`src/rtl/texture_fetch_requester.sv`:
```
// Texture read initiator: splits fetch commands into PSRAM read bursts and streams the
// returned words to the texture unit, reserving read-FIFO room with credits before each burst.
module texture_fetch_requester #(
   parameter int MAX_BURST    = 63,
   parameter int RDFIFO_DEPTH = 512
) (
   input  logic        clk75,
   input  logic        rst,
   input  logic        cmd_valid,
   output logic        cmd_ready,
   input  logic [22:0] cmd_addr,
   input  logic [15:0] cmd_words,
   output logic [31:0] TextureReadReq_WriteData,
   output logic        TextureReadReq_push,
   input  logic        TextureReadReq_full,
   input  logic [31:0] TextureReadFIFO_ReadData,
   output logic        TextureReadFIFO_pop,
   input  logic        TextureReadFIFO_empty,
   output logic [31:0] out_data,
   output logic        out_valid,
   input  logic        out_ready,
   output logic        out_last,
   output logic        busy
);

   localparam int            CW           = $clog2(RDFIFO_DEPTH + 1);
   localparam logic [CW-1:0] CREDITS_FULL = CW'(RDFIFO_DEPTH);
   localparam logic [15:0]   MAX_BURST_W  = 16'(MAX_BURST);
   localparam logic [5:0]    MAX_BURST_C  = 6'(MAX_BURST);

   typedef enum logic [1:0] {IDLE, ISSUE, DRAIN} state_t;

   state_t        state_q;
   logic [22:0]   addr_q;
   logic [15:0]   iss_rem_q;
   logic [15:0]   dlv_rem_q;
   logic [15:0]   ld_rem_q;
   logic [CW-1:0] credits_q;
   logic [CW-1:0] credits_d;
   logic [31:0]   wdata_q;
   logic [31:0]   out_data_q;
   logic          push_q;
   logic          out_valid_q;
   logic          out_last_q;

   logic [5:0]    chunk;
   logic [31:0]   req_word;
   logic [15:0]   credits_n;
   logic          issue_go;
   logic          pop;
   logic          out_hs;

   // NOTE: push is registered, so the full flag cannot yet reflect a push still on the
   // wire; a new burst is only decided while no push is outstanding.
   always_comb begin
      chunk     = (iss_rem_q < MAX_BURST_W) ? iss_rem_q[5:0] : MAX_BURST_C;
      req_word  = {1'b0, chunk, 1'b0, 1'b0, addr_q};
      issue_go  = (state_q == ISSUE) && !push_q && !TextureReadReq_full &&
                  (16'(credits_q) >= 16'(chunk));
      pop       = (state_q != IDLE) && !TextureReadFIFO_empty && (ld_rem_q != 16'd0) &&
                  (!out_valid_q || out_ready);
      out_hs    = out_valid_q && out_ready;
      credits_n = 16'(credits_q) - (issue_go ? 16'(chunk) : 16'd0) + (pop ? 16'd1 : 16'd0);
      credits_d = (credits_n > 16'(RDFIFO_DEPTH)) ? CREDITS_FULL : credits_n[CW-1:0];
   end

   always_ff @(posedge clk75 or posedge rst) begin
      if (rst) begin
         state_q     <= IDLE;
         addr_q      <= '0;
         iss_rem_q   <= '0;
         dlv_rem_q   <= '0;
         ld_rem_q    <= '0;
         credits_q   <= CREDITS_FULL;
         wdata_q     <= '0;
         out_data_q  <= '0;
         push_q      <= 1'b0;
         out_valid_q <= 1'b0;
         out_last_q  <= 1'b0;
      end else begin
         push_q    <= 1'b0;
         credits_q <= credits_d;

         // Output register: refilled on pop, emptied by a handshake with no refill.
         if (pop) begin
            out_data_q  <= TextureReadFIFO_ReadData;
            out_valid_q <= 1'b1;
            out_last_q  <= (ld_rem_q == 16'd1);
            ld_rem_q    <= ld_rem_q - 16'd1;
         end else if (out_hs) begin
            out_valid_q <= 1'b0;
            out_last_q  <= 1'b0;
         end
         if (out_hs) begin
            dlv_rem_q <= dlv_rem_q - 16'd1;
         end

         case (state_q)
            IDLE: begin
               if (cmd_valid && (cmd_words != 16'd0)) begin
                  addr_q    <= cmd_addr;
                  iss_rem_q <= cmd_words;
                  dlv_rem_q <= cmd_words;
                  ld_rem_q  <= cmd_words;
                  state_q   <= ISSUE;
               end
            end
            ISSUE: begin
               if (issue_go) begin
                  push_q    <= 1'b1;
                  wdata_q   <= req_word;
                  addr_q    <= addr_q + {16'd0, chunk, 1'b0};
                  iss_rem_q <= iss_rem_q - 16'(chunk);
                  if (iss_rem_q == 16'(chunk)) begin
                     state_q <= DRAIN;
                  end
               end
            end
            DRAIN: begin
               if (out_hs && (dlv_rem_q == 16'd1)) begin
                  state_q <= IDLE;
               end
            end
            default: state_q <= IDLE;
         endcase
      end
   end

   assign cmd_ready                = (state_q == IDLE);
   assign busy                     = (state_q != IDLE);
   assign TextureReadReq_WriteData = wdata_q;
   assign TextureReadReq_push      = push_q;
   assign TextureReadFIFO_pop      = pop;
   assign out_data                 = out_data_q;
   assign out_valid                = out_valid_q;
   assign out_last                 = out_last_q;

endmodule

```
`config.mk`:
```
export PLATFORM = sky130hd
export DESIGN_NAME = texture_fetch_requester
export DESIGN_NICKNAME = d
export VERILOG_FILES = /design/src/rtl/texture_fetch_requester.sv
export SDC_FILE = /design/constraint.sdc
export NUM_CORES = 1
export LEC_CHECK = 0
export ABC_AREA = 0
export CORE_ASPECT_RATIO = 1.5
export CORE_MARGIN = 4
export CORE_UTILIZATION = 40
export CTS_CLUSTER_DIAMETER = 150
export DETAILED_ROUTE_END_ITERATION = 16
export GPL_ROUTABILITY_DRIVEN = 0
export SYNTH_ARGS = -nofsm -noshare
export SYNTH_HDL_FRONTEND = slang
export SYNTH_SLANG_ARGS = --single-unit
```
`constraint.sdc`:
```
create_clock -name clk75 -period 6.7 [get_ports clk75]
set_input_delay 1.34 -clock clk75 [delete_from_list [all_inputs] [get_ports clk75]]
set_output_delay 1.34 -clock clk75 [all_outputs]
set_load 0.02 [all_outputs]
```
==> flow_summary_export.csv <==
group,metric,value,unit
timing,worst_pin_slew,0.952,ns
routing,drtAntennaViolNets,0,
floorplanning,dieHeight,182,microns
layout,layout.nets,1129,
yosys,yosysWarningCount,0,
worst_setup_path,path_max_fanout,15,
clocking,cts_tree,"yes",
global_route,grt_max_degree,104,
yosys,async_flop_share,100,%
clocking,clock_path_buffers,2,
layout,drive_above_1_share,6.43,%
power,p_seq_share,31.8,%
global_route,grt_overflow,0,
timing,hold_violations,0,
routing,drt-initial-drc-count,465,
timing,maxSlewViolCount,0,
timing,fin_skew,0.00845,ns
layout,fill_cells,1859,
global_route,use_met3,3.95,%
global_route,grtUsageTotal,21.3,%
layout,fin_cells,1302,
floorplanning,dieWidth,124,microns
placed_design,placed_cells,1270,
worst_setup_path,setup.worst_path.end,"credits_q[6]$_DFF_PP0_",
worst_setup_path,crit_required,7.01,ns
power,clkPwrFrac,18.8,%
floorplanning,rows,63,
clocking,cts_sinks,147,
power,swShare,43.5,%
worst_setup_path,endpoint_kind,"flop",
floorplanning,fp.dieArea,22700,sq um
placed_design,dp_hpwl,17.9,mm
routing,drt_first_pass_iters,7,
worst_setup_path,reg2regPathDepth,19,
worst_setup_path,r2r_start,"iss_rem_q[9]$_DFFE_PP0P_",
power,ir_worst_vdd,328,uV
clocking,cts_setup_buffers,0,
layout,final_cell_mix,"nand2_1, dfrtp_1, clkdlybuf4s50_1, nor2_1, a21oi_1",
yosys,synth_cell_types,73,
global_route,grt_pass1_wl,39.2,mm
clocking,cts_made_buffers,17,
power,p_per_area,500,nW/um^2
clocking,cts-resized-gates,0,
timing,period_needed,5.87,ns
power,p_int,2.92,mW
yosys,yosysSeqAreaShare,45.4,%
floorplanning,core_area,19900,sq um
timing,max_slew_margin,36.5,%
clocking,clk_latency,0.43,ns
placed_design,port_buffers,143,
global_route,grtUsageMet2,37.5,%
timing,setup_tns,0,ns
yosys,synth-seq-cells,147,
worst_setup_path,crit_arrival,6.18,ns
timing,setup_viol,0,
yosys,netlist_area,8110,sq um
routing,vias_per_cell,5.54,
worst_setup_path,crit_path_start,"iss_rem_q[9]$_DFFE_PP0P_",
routing,num_vias,7219,
worst_setup_path,rr_endpoint,"credits_q[6]$_DFF_PP0_",
layout,syn_to_final_growth,27.3,%
yosys,synth_cells,900,
global_route,first_global_vias,7326,
routing,wl_per_cell,18.6,microns
clocking,clk_pin_slew,0.07,ns
worst_setup_path,cp-start-kind,"flop",
layout,final_common_cell,"nand2_1",
floorplanning,io_pins,147,
worst_hold_path,hold_path_class,"reg2reg",
floorplanning,initial_utilization,40.8,%
clocking,cts_hold_buf,0,
power,p_leak,4.28,nW
global_route,antenna_found_initial,0,
run_status,status,"complete, no violations",
timing,finalCritPeriodShare,87.6,%
power,pwr-share-comb,49.3,%
yosys,yosys_most_used_dff,"dfrtp_1",
layout,diodes,0,
routing,route.detailed.drc,0,
worst_setup_path,critPathKind,"reg2reg",
routing,wl,24.3,mm
timing,max_freq,170,MHz
global_route,gr-max-usage-layer,"met2",
clocking,cts-root-buf,"clkbuf_16",
timing,rsz0062_at_grt,"no",
run,drv_cap,0,
yosys,synth.avg_cell_area,9.01,sq um
yosys,synth-edff-count,0,
worst_setup_path,regToRegSetupSlack,0.83,ns
clocking,h-tree-depth,4,
power,power_switching,2.24,mW
global_route,met1_usage,25.3,%
## final cells by class
cell class                      count  area (sq um)  share of cell area, %
Timing Repair Buffer              154          1510                   14.7
Tap cell                          260           325                   3.15
Multi-Input combinational cell    676          4090                   39.6
Inverter                           33           129                   1.25
Sequential cell                   147          3680                   35.6
Clock buffer                       17           425                   4.12
Clock inverter                     15           170                   1.65
## power by group through the flow
stage | sequential (mW) | clock, mW | combinational, mW
after global routing | 1.70 | 1.04 | 2.80
after floorplan | 1.71 | 0 | 1.63
after detailed placement | 1.65 | 0 | 2.53
after global placement | 1.64 | 0 | 2.53
after CTS | 1.64 | 0.996 | 2.55
final | 1.64 | 0.973 | 2.55
## how the worst min path moves through the flow
stage                             startpoint                       end  slack (ns)  cells past startpoint
floorplan              addr_q[0]$_DFFE_PP0P_     addr_q[0]$_DFFE_PP0P_        0.44                      2
global placement    out_data[12]$_DFFE_PP0P_  out_data[12]$_DFFE_PP0P_        0.46                      2
detailed placement  out_data[14]$_DFFE_PP0P_  out_data[14]$_DFFE_PP0P_        0.46                      2
CTS                 out_data[20]$_DFFE_PP0P_  out_data[20]$_DFFE_PP0P_        0.48                      2
global route        out_data[28]$_DFFE_PP0P_  out_data[28]$_DFFE_PP0P_        0.49                      2
finish              out_data[14]$_DFFE_PP0P_  out_data[14]$_DFFE_PP0P_        0.48                      2
## worst max-delay path: stages (launching register included)
cell	delay, ns
dfrtp_1	0.43
nor4_1	0.55
nand3_1	0.46
nor2_1	0.30
ha_1	0.21
a211oi_1	0.07
o31ai_1	0.30
nand2_1	0.16
o31ai_4	0.32
nand2_1	0.14
inv_2	0.30
nand2_1	0.10
ha_1	0.25
or2_2	0.34
o21ai_0	0.24
a31oi_1	0.20
nor3_1	0.32
xor2_1	0.50
nand4b_1	0.27
a221oi_1	0.32
## cell families after synthesis
family,synth area share [%]
simple gates,21.8
compound gates,16.6
flops,45.4
buf+inv,4.55
xor+xnor,5.07
fa+ha+maj,3.73
mux,2.76
other cells,0.0462
## sequential cells by signal (all words and copies together), names as in the netlist, 2 cells and up
register	count
state_q	2
addr_q	23
dlv_rem_q	16
credits_q	10
iss_rem_q	16
ld_rem_q	16
out_data	32
TextureReadReq_WriteData	29
## metrics by stage
stage / util (%) / area [sq um] / hold slack (ns) / setup WS (ns) / total power [mW]
floorplan: - / 8120 / 0.442 / 1.41 / 3.34
global placement: 49.0 / 9730 / 0.456 / 1.03 / 4.17
detailed placement: 49.0 / 9730 / 0.464 / 0.900 / 4.19
CTS: 52.0 / 10300 / 0.480 / 0.881 / 5.19
global route: 52.0 / 10300 / 0.491 / 0.178 / 5.54
finish: 52.0 / 10300 / 0.475 / 0.832 / 5.16
## routing by layer
layer | up-vias | share of wire (%)
li1 | 3471 | -
met1 | 3495 | 40
met2 | 200 | 51
met3 | 53 | 4.4
met4 | 0 | 4.0
met5 | - | 0
## synthesized netlist by cell type (all sizes together), types with 7 or more instances
master  number  area [sq um]
buf         23           159
a311oi      13           114
xor2        16           140
nor3        21           105
nand2b       8          50.1
nor2        75           282
and2         7          43.8
or4          9          75.1
and3        14          92.6
xnor2       31           272
clkbuf      23          86.3
inv         33           124
o22ai       10          62.6
nand4       18           113
a31oi        9          56.3
a211oi       8          60.1
ha          21           263
a21oi       58           290
mux2        19           214
dfrtp      146          3650
nand2      157           589
nor4        20           131
nand3       23           115
o21ai       48           240
(Power assumes the default switching activity.)
